$ cat src/rtl/mul_div_unit.sv
// HI/LO multiply/divide unit for the execute stage: fixed-latency multiply,
// one-bit-per-cycle restoring divide, MTHI/MTLO writes and flush cancellation.
module mul_div_unit #(
   parameter int WIDTH   = 32,
   parameter int MUL_LAT = 3
) (
   input  logic             clk,
   input  logic             resetn,
   input  logic             start,
   input  logic [2:0]       op,
   input  logic [WIDTH-1:0] a,
   input  logic [WIDTH-1:0] b,
   input  logic             flush,
   output logic             busy,
   output logic             done,
   output logic [WIDTH-1:0] hi,
   output logic [WIDTH-1:0] lo
);

   localparam int CNT_MAX = (WIDTH > MUL_LAT) ? WIDTH : MUL_LAT;
   localparam int CNT_W   = $clog2(CNT_MAX + 1);
   localparam logic [CNT_W-1:0] MUL_LAST = CNT_W'(MUL_LAT - 1);
   localparam logic [CNT_W-1:0] DIV_LAST = CNT_W'(WIDTH - 1);

   localparam logic [2:0] OP_MULT  = 3'd0;
   localparam logic [2:0] OP_MULTU = 3'd1;
   localparam logic [2:0] OP_DIV   = 3'd2;
   localparam logic [2:0] OP_DIVU  = 3'd3;
   localparam logic [2:0] OP_MTHI  = 3'd4;
   localparam logic [2:0] OP_MTLO  = 3'd5;

   typedef enum logic [1:0] {S_IDLE, S_MUL, S_DIV, S_FIX} state_t;

   function automatic logic [WIDTH-1:0] magnitude(input logic [WIDTH-1:0] v,
                                                  input logic is_signed);
      return (is_signed && v[WIDTH-1]) ? -v : v;
   endfunction

   function automatic logic [WIDTH-1:0] negate_if(input logic [WIDTH-1:0] v,
                                                  input logic neg);
      return neg ? -v : v;
   endfunction

   function automatic logic [2*WIDTH-1:0] mul_full(input logic [WIDTH-1:0] x,
                                                   input logic [WIDTH-1:0] y,
                                                   input logic is_signed);
      logic [2*WIDTH-1:0] ex;
      logic [2*WIDTH-1:0] ey;
      ex = {{WIDTH{is_signed & x[WIDTH-1]}}, x};
      ey = {{WIDTH{is_signed & y[WIDTH-1]}}, y};
      return ex * ey;
   endfunction

   state_t             state_q, state_d;
   logic [CNT_W-1:0]   cnt_q, cnt_d;
   logic               done_q, done_d;
   logic [WIDTH-1:0]   hi_q, hi_d;
   logic [WIDTH-1:0]   lo_q, lo_d;
   logic [WIDTH-1:0]   opa_q, opa_d;
   logic [WIDTH-1:0]   opb_q, opb_d;
   logic [WIDTH-1:0]   rem_q, rem_d;
   logic               sgn_q, sgn_d;
   logic               qneg_q, qneg_d;
   logic               rneg_q, rneg_d;
   logic               dz_q, dz_d;

   logic               accept;
   logic               div_signed;
   logic [2*WIDTH-1:0] prod;
   logic [WIDTH:0]     shifted;
   logic [WIDTH:0]     diff;

   assign busy       = (state_q != S_IDLE);
   assign done       = done_q;
   assign hi         = hi_q;
   assign lo         = lo_q;
   assign accept     = start && !busy && !flush;
   assign div_signed = (op == OP_DIV);
   assign prod       = mul_full(opa_q, opb_q, sgn_q);
   // opa_q doubles as the dividend shift register; quotient bits fill in from the bottom
   assign shifted    = {rem_q, opa_q[WIDTH-1]};
   assign diff       = shifted - {1'b0, opb_q};

   always_comb begin
      state_d = state_q;
      cnt_d   = cnt_q;
      done_d  = 1'b0;
      hi_d    = hi_q;
      lo_d    = lo_q;
      opa_d   = opa_q;
      opb_d   = opb_q;
      rem_d   = rem_q;
      sgn_d   = sgn_q;
      qneg_d  = qneg_q;
      rneg_d  = rneg_q;
      dz_d    = dz_q;
      unique case (state_q)
         S_IDLE: begin
            if (accept) begin
               case (op)
                  OP_MULT, OP_MULTU: begin
                     opa_d   = a;
                     opb_d   = b;
                     sgn_d   = (op == OP_MULT);
                     cnt_d   = '0;
                     state_d = S_MUL;
                  end
                  OP_DIV, OP_DIVU: begin
                     opa_d   = magnitude(a, div_signed);
                     opb_d   = magnitude(b, div_signed);
                     rem_d   = '0;
                     qneg_d  = div_signed & (a[WIDTH-1] ^ b[WIDTH-1]);
                     rneg_d  = div_signed & a[WIDTH-1];
                     dz_d    = (b == '0);
                     cnt_d   = '0;
                     state_d = (b == '0) ? S_FIX : S_DIV;
                  end
                  OP_MTHI: begin
                     hi_d   = a;
                     done_d = 1'b1;
                  end
                  OP_MTLO: begin
                     lo_d   = a;
                     done_d = 1'b1;
                  end
                  default: ;
               endcase
            end
         end
         S_MUL: begin
            if (flush) begin
               state_d = S_IDLE;
            end else if (cnt_q == MUL_LAST) begin
               hi_d    = prod[2*WIDTH-1:WIDTH];
               lo_d    = prod[WIDTH-1:0];
               done_d  = 1'b1;
               state_d = S_IDLE;
            end else begin
               cnt_d = cnt_q + CNT_W'(1);
            end
         end
         S_DIV: begin
            if (flush) begin
               state_d = S_IDLE;
            end else begin
               if (!diff[WIDTH]) begin
                  rem_d = diff[WIDTH-1:0];
                  opa_d = {opa_q[WIDTH-2:0], 1'b1};
               end else begin
                  rem_d = shifted[WIDTH-1:0];
                  opa_d = {opa_q[WIDTH-2:0], 1'b0};
               end
               if (cnt_q == DIV_LAST) begin
                  state_d = S_FIX;
               end else begin
                  cnt_d = cnt_q + CNT_W'(1);
               end
            end
         end
         S_FIX: begin
            if (flush) begin
               state_d = S_IDLE;
            end else begin
               if (!dz_q) begin
                  lo_d = negate_if(opa_q, qneg_q);
                  hi_d = negate_if(rem_q, rneg_q);
               end
               done_d  = 1'b1;
               state_d = S_IDLE;
            end
         end
         default: state_d = S_IDLE;
      endcase
   end

   always_ff @(posedge clk) begin
      if (!resetn) begin
         state_q <= S_IDLE;
         cnt_q   <= '0;
         done_q  <= 1'b0;
         hi_q    <= '0;
         lo_q    <= '0;
      end else begin
         state_q <= state_d;
         cnt_q   <= cnt_d;
         done_q  <= done_d;
         hi_q    <= hi_d;
         lo_q    <= lo_d;
      end
   end

   // operand and divider datapath registers carry no reset; control gates their use
   always_ff @(posedge clk) begin
      opa_q  <= opa_d;
      opb_q  <= opb_d;
      rem_q  <= rem_d;
      sgn_q  <= sgn_d;
      qneg_q <= qneg_d;
      rneg_q <= rneg_d;
      dz_q   <= dz_d;
   end

endmodule
$ cat config.mk
export PLATFORM = sky130hd
export DESIGN_NAME = mul_div_unit
export DESIGN_NICKNAME = d
export VERILOG_FILES = /design/src/rtl/mul_div_unit.sv
export SDC_FILE = /design/constraint.sdc
export NUM_CORES = 2
export LEC_CHECK = 0
export BUFFER_PORTS_ARGS = -buffer_cell sky130_fd_sc_hd__clkbuf_2
export CELL_PAD_IN_SITES_DETAIL_PLACEMENT = 1
export CELL_PAD_IN_SITES_GLOBAL_PLACEMENT = 1
export CORE_ASPECT_RATIO = 0.75
export CORE_UTILIZATION = 52
export DETAILED_ROUTE_END_ITERATION = 16
export PLACE_DENSITY_LB_ADDON = 0.3
export SLEW_MARGIN = 20
export SYNTH_ARGS = -nofsm -noshare
export SYNTH_HDL_FRONTEND = slang
export SYNTH_SLANG_ARGS = --single-unit
$ cat constraint.sdc
create_clock -name clk -period 9.7 [get_ports clk]
set_clock_uncertainty 0.1 [all_clocks]
set_input_delay 1.455 -clock clk [delete_from_list [all_inputs] [get_ports clk]]
set_output_delay 1.455 -clock clk [all_outputs]
set_load 0.02 [all_outputs]
== After elaboration in Yosys (flattened, before gate mapping) ==
Cells that the tools add are included.

* Register bits: 173
* Output and inout port bits: 66

* $add $sub $neg: 6
* Multipliers: 1
* Equality and inequality tests: 25
* Mux-type cells: 50
* Bitwise operators: 5
* Reductions and logical operators: 27

{| class="wikitable"
|+ Operators with widths
! cell !! count
|-
| $mux 32 || 22
|-
| $pmux 32 s2 || 4
|-
| $pmux 32 s3 || 2
|-
| $neg 32->32 || 4
|-
| $mul 33x33->64 || 1
|-
| $mux 6 || 6
|-
| $sub 33x32->33 || 1
|-
| $logic_not 32->1 || 1
|-
| $reduce_and 7->1 || 3
|-
| $ne 2x2->1 const B || 9
|-
| $pmux 6 s3 || 1
|-
| $reduce_and 4->1 || 3
|-
| $mux 2 || 5
|-
| $reduce_and 3->1 || 3
|-
| $pmux 2 s4 || 1
|-
| $mux 1 || 7
|-
| $add 6x1->6 const B || 1
|-
| $eq 3x2->1 const B || 2
|-
| $eq 3x3->1 const B || 2
|-
| $eq 6x2->1 const B || 1
|-
| $eq 6x5->1 const B || 1
|-
| $ne 2x1->1 const B || 3
|-
| $ne 3x3->1 const B || 2
|-
| $reduce_bool 2->1 || 3
|-
| other kinds (15) || 26
|}

== Logic depth before layout (Yosys ltp) ==
* Word-level depth: 6
* Depth in mapped cells: 32

== Least setup slack after synthesis ==
No wires, ideal clock.

* Kind: register to register
* Start: reg opa_q[31]
* End: reg hi_q[31], in the netlist hi[31]
* Library setup time: 0.129 ns
* Data arrival time: 7.651 ns
* Data required time: 9.471 ns
* Slack: 1.820 ns
* Cell stages (with the launch flop): 28
* Clock period less this slack: 7.880 ns
* Cell sequence: edfxtp_1 -> and2_1 -> clkbuf_1 -> nand2_1 -> inv_1 -> fa_1 -> inv_1 -> fa_1 -> inv_1 -> fa_1 -> inv_1 -> fa_1 -> fa_1 -> fa_1 -> fa_1 -> fa_1 -> inv_1 -> ha_1 -> clkbuf_1 -> a21o_1 -> a21o_1 -> a21oi_1 -> o21bai_1 -> a21o_1 -> a21oi_1 -> a21oi_1 -> a311oi_2 -> a31oi_1

* Word-level cells in the longest chain between the ends: 5

{| class="wikitable"
|+ RTL lines
! item !! line !! RTL
|-
| start, declared || 59 || <nowiki>logic [WIDTH-1:0] opa_q, opa_d;</nowiki>
|-
| start signal, assigned || 194 || <nowiki>opa_q <= opa_d;</nowiki>
|-
| $and 1x1->1 || 49 || <nowiki>ex = {{WIDTH{is_signed & x[WIDTH-1]}}, x};</nowiki>
|-
| $mul 33x33->64 * || 51 || <nowiki>return ex * ey;</nowiki>
|-
| $mux 32 * || 133 || <nowiki>end else if (cnt_q == MUL_LAST) begin</nowiki>
|-
| $mux 32 * || 131 || <nowiki>if (flush) begin</nowiki>
|-
| $pmux 32 s3 * || 97 || <nowiki>unique case (state_q)</nowiki>
|-
| end signal, assigned || 187 || <nowiki>hi_q <= hi_d;</nowiki>
|-
| end, declared || 57 || <nowiki>logic [WIDTH-1:0] hi_q, hi_d;</nowiki>
|}

Mark *: on every way between the ends. The rest lies on a longest branch, timed or not. The select of a mux whose other input is x is not followed.
A chain may end at the register's enable or synchronous reset.

== Final worst setup path ==
* Start: reg opa_q[0]
* End: reg hi_q[29], in the netlist hi[29]

* Word-level cells in the longest chain between the ends: 4

{| class="wikitable"
|+ RTL lines
! item !! line
|-
| $mul 33x33->64 || 51
|-
| $mux 32 || 133
|-
| $mux 32 || 131
|-
| $pmux 32 s3 || 97
|}

No other way between the ends. The select of a mux whose other input is x is not followed.

==> results by group <==
Outcome
  • Status: completed

Cells and area
  • Multi-input logic area: 0.0396 mm^2
  • Storage element area: 0.00446 mm^2
  • Commonest non-fill, non-tap cells in the layout: 1194 x inv_1, 1126 x fa_1, 899 x nand2_1, 304 x and2_1, 253 x ha_1
  • P&R area growth vs syn: 5.79%
  • Commonest non-fill, non-tap cell in the layout: inv_1
  • Net count, final: 7049
  • Fill count: 11000
  • Fraction of layout cells with a size suffix above 1: 6.54%

Route
  • DR DRC count: 0
  • DRT iter0 DRCs: 3853
  • Average wire per standard cell: 27.4 um
  • Routed length on met1: 74800 um
  • Drt pass-1 iters: 5
  • Remaining antenna violation count: 0
  • DR WL met3: 23200 um
  • WL met2: 81500 um
  • Vias/cell: 6.02
  • Via count: 41200
  • WL final: 188000 um
  • Top layer in use: met5

Synth
  • Yosys warns: 0
  • Syn avg cell area: 8.85 um^2
  • Async set-or-reset flop fraction in the synthesized netlist: 0%
  • #FFs+latches synth: 173
  • Post-synthesis sequential area ratio: 8.97%
  • Synth Instances: 5620
  • Net Count, Synth: 7073
  • Top cell type's share of synthesized area: 45.3%
  • Most used DFF post-synth: edfxtp_1
  • Post-synth cell types: 80
  • Post-synth EDFFs: 100
  • Ranking of synthesized cells by area: fa_1 45%, inv_1 9.0%, nand2_1 6.8%, ha_1 6.4%, edfxtp_1 6.0%
  • Cell Area, Synth: 0.0498 mm^2
  • Dominant cell type by area after synthesis: fa_1

STA
  • Fmax: 108 MHz
  • Final period util: 95.9%
  • Min Tclk post-route: 9.30 ns
  • Endpoints failing setup: 0
  • Fin. Hold Viols: 0
  • RSZ-0062 raised after global routing: no
  • Slew Limit Fails: 0
  • TNS Setup: 0 ns
  • Slew HR: 18.6%
  • Worst-Margin Slew: 1.22 ns
  • PnR worst setup slack: 0.402 ns

Clocking
  • Clock root buffer: clkbuf_16
  • CTS sink cnt: 173
  • CTS Buffer Depth: 2
  • Post-CTS Repair Setup Buffers: 0
  • CTS-repair resized insts: 0
  • CTS tree: built
  • Num CTS Buffers: 17
  • H-tree depth: 4
  • Clk_lat worst skew: 0.48 ns
  • Clock transition at path regs: 0.09 ns
  • Hold_buf cts: 0

Placed design
  • Post-DP HPWL: 157000 um
  • Port buffer count: 136
  • DP Worst Slack: 0.505 ns
  • Routability cong.: 0.959

Global route
  • Total grt overflow: 0
  • Vias in the first global route: 45900
  • Total GRT Usage: 39.9%
  • Pin count of the biggest net entering global routing: 73
  • First-pass GRT wire length: 289000 um
  • Initial antenna violation count: 5

Setup path
  • R2R cell count: 23
  • CP most frequent cell: fa_1
  • Top Family by Delay on Critical Path: adder cells
  • Critical path peak fanout: 8
  • WP depth: 23
  • R2R Path Start: opa_q[0]
  • Worst EP required: 10.00 ns
  • Kind of critical path: reg2reg
  • Max incr delay on CP: 0.78 ns
  • Startpoint types: flip-flop
  • R2R setup slack: 0.40 ns
  • Worst Path Arrival: 9.60 ns
  • Worst setup EP type: flip-flop
  • Worst setup path startpoint: opa_q[0]
  • CP max-delay cell: nand3_1
  • Worst path bufs/invs: 5
  • Worst-path cell chain: clkinv_1 > nand3_1 > fa_1 > fa_1 > inv_1 > fa_1 > fa_1 > fa_1 > inv_1 > fa_1 > inv_1 > fa_1 > fa_1 > ha_1 > and3_1 > nand2_1 > a2111oi_0 > buf_4 > o21a_1 > o21ai_0 > a311oi_1 > nor3_1 > o31ai_1
  • FF-to-FF End: hi[29]
  • Crit path capture: hi[29]

Die
  • CORE AREA: 0.0941 mm^2
  • Chip Width: 359 um
  • Die height: 270 um
  • Die area: 0.0969 mm^2
  • Site Rows: 97
  • Initial Util: 52.9%
  • Ports: 137

Hold path
  • Hold crit path type: reg2reg

Run
  • Max Cap Viol: 0
==> flip-flops by register name, indices dropped and copies added (netlist names) <==
signal,cells
qneg_q,1
opb_q,32
sgn_q,1
opa_q,32
dz_q,1
rneg_q,1
cnt_q,6
hi,32
lo,32
done,1
rem_q,32
state_q,2
==> tightest hold or removal path, cell delays in order (launching register included) <==
cell and delay (ns):
dfxtp_1 0.31, nor2_1 0.09, a311oi_1 0.05
==> cells in the mapped netlist, drive strengths merged, types with 32 or more instances <==
library cell  count
fa             1126
nand2           899
clkbuf          294
nand3            50
and3             32
dfxtp            73
xnor2           162
a21o             47
o31ai            32
xor2             50
o21ai           218
edfxtp          100
nor2            172
ha              256
nor3             36
inv            1194
a21oi           157
and2            304
buf              39
==> layer usage <==
layer	vias up	global-route usage, %
met1	21500	55.1
met4	8	15.0
met2	2297	59.7
met5	-	0
met3	426	11.2
li1	17000	-
==> worst min-delay path by stage <==
| stage | from | to | cells past startpoint |
|---|---|---|---|
| 2_1_floorplan | cnt_q[4] | cnt_q[4] | 2 |
| 3_5_place_dp | lo[16] | lo[16] | 2 |
| 5_1_grt | lo[18] | lo[18] | 2 |
| 3_3_place_gp | lo[18] | lo[18] | 2 |
| 4_1_cts | lo[16] | lo[16] | 2 |
| 6_report | lo[18] | lo[18] | 2 |
==> through the flow <==
step,std cells,hold slack [ns],cell area (um^2),util (%)
finish,6850,0.398,52600,56.0
detailed placement,6811,0.394,52000,55.3
CTS,6843,0.405,52600,55.9
global route,6846,0.446,52600,56.0
global placement,6810,0.391,52000,55.3
floorplan,5620,0.379,49800,-
==> final cells by class <==
class	count	area share, %
Inverter	1197	8.54
Clock buffer	18	0.834
Sequential cell	173	8.48
Timing Repair Buffer	290	3.69
Multi-Input combinational cell	3917	75.2
Antenna cell	4	0.0190
Clock inverter	14	0.264
Tap cell	1237	2.94
==> cells by family (layout without fill, tap and decap cells) <==
logic type	count (synthesis)	in the layout	share of synthesized area, %
simple gates	1631	1631	15.1
buf+inv	1530	1519	11.6
fa+ha+maj	1382	1382	51.7
other cells	0	4	0
flops	173	173	8.97
mux	4	4	0.0805
compound gates	688	688	8.78
xor+xnor	212	212	3.73
Power is left out: the tool's default activity adds up to more than one toggle a clock period on the data nets, which glitch-free logic cannot reach.
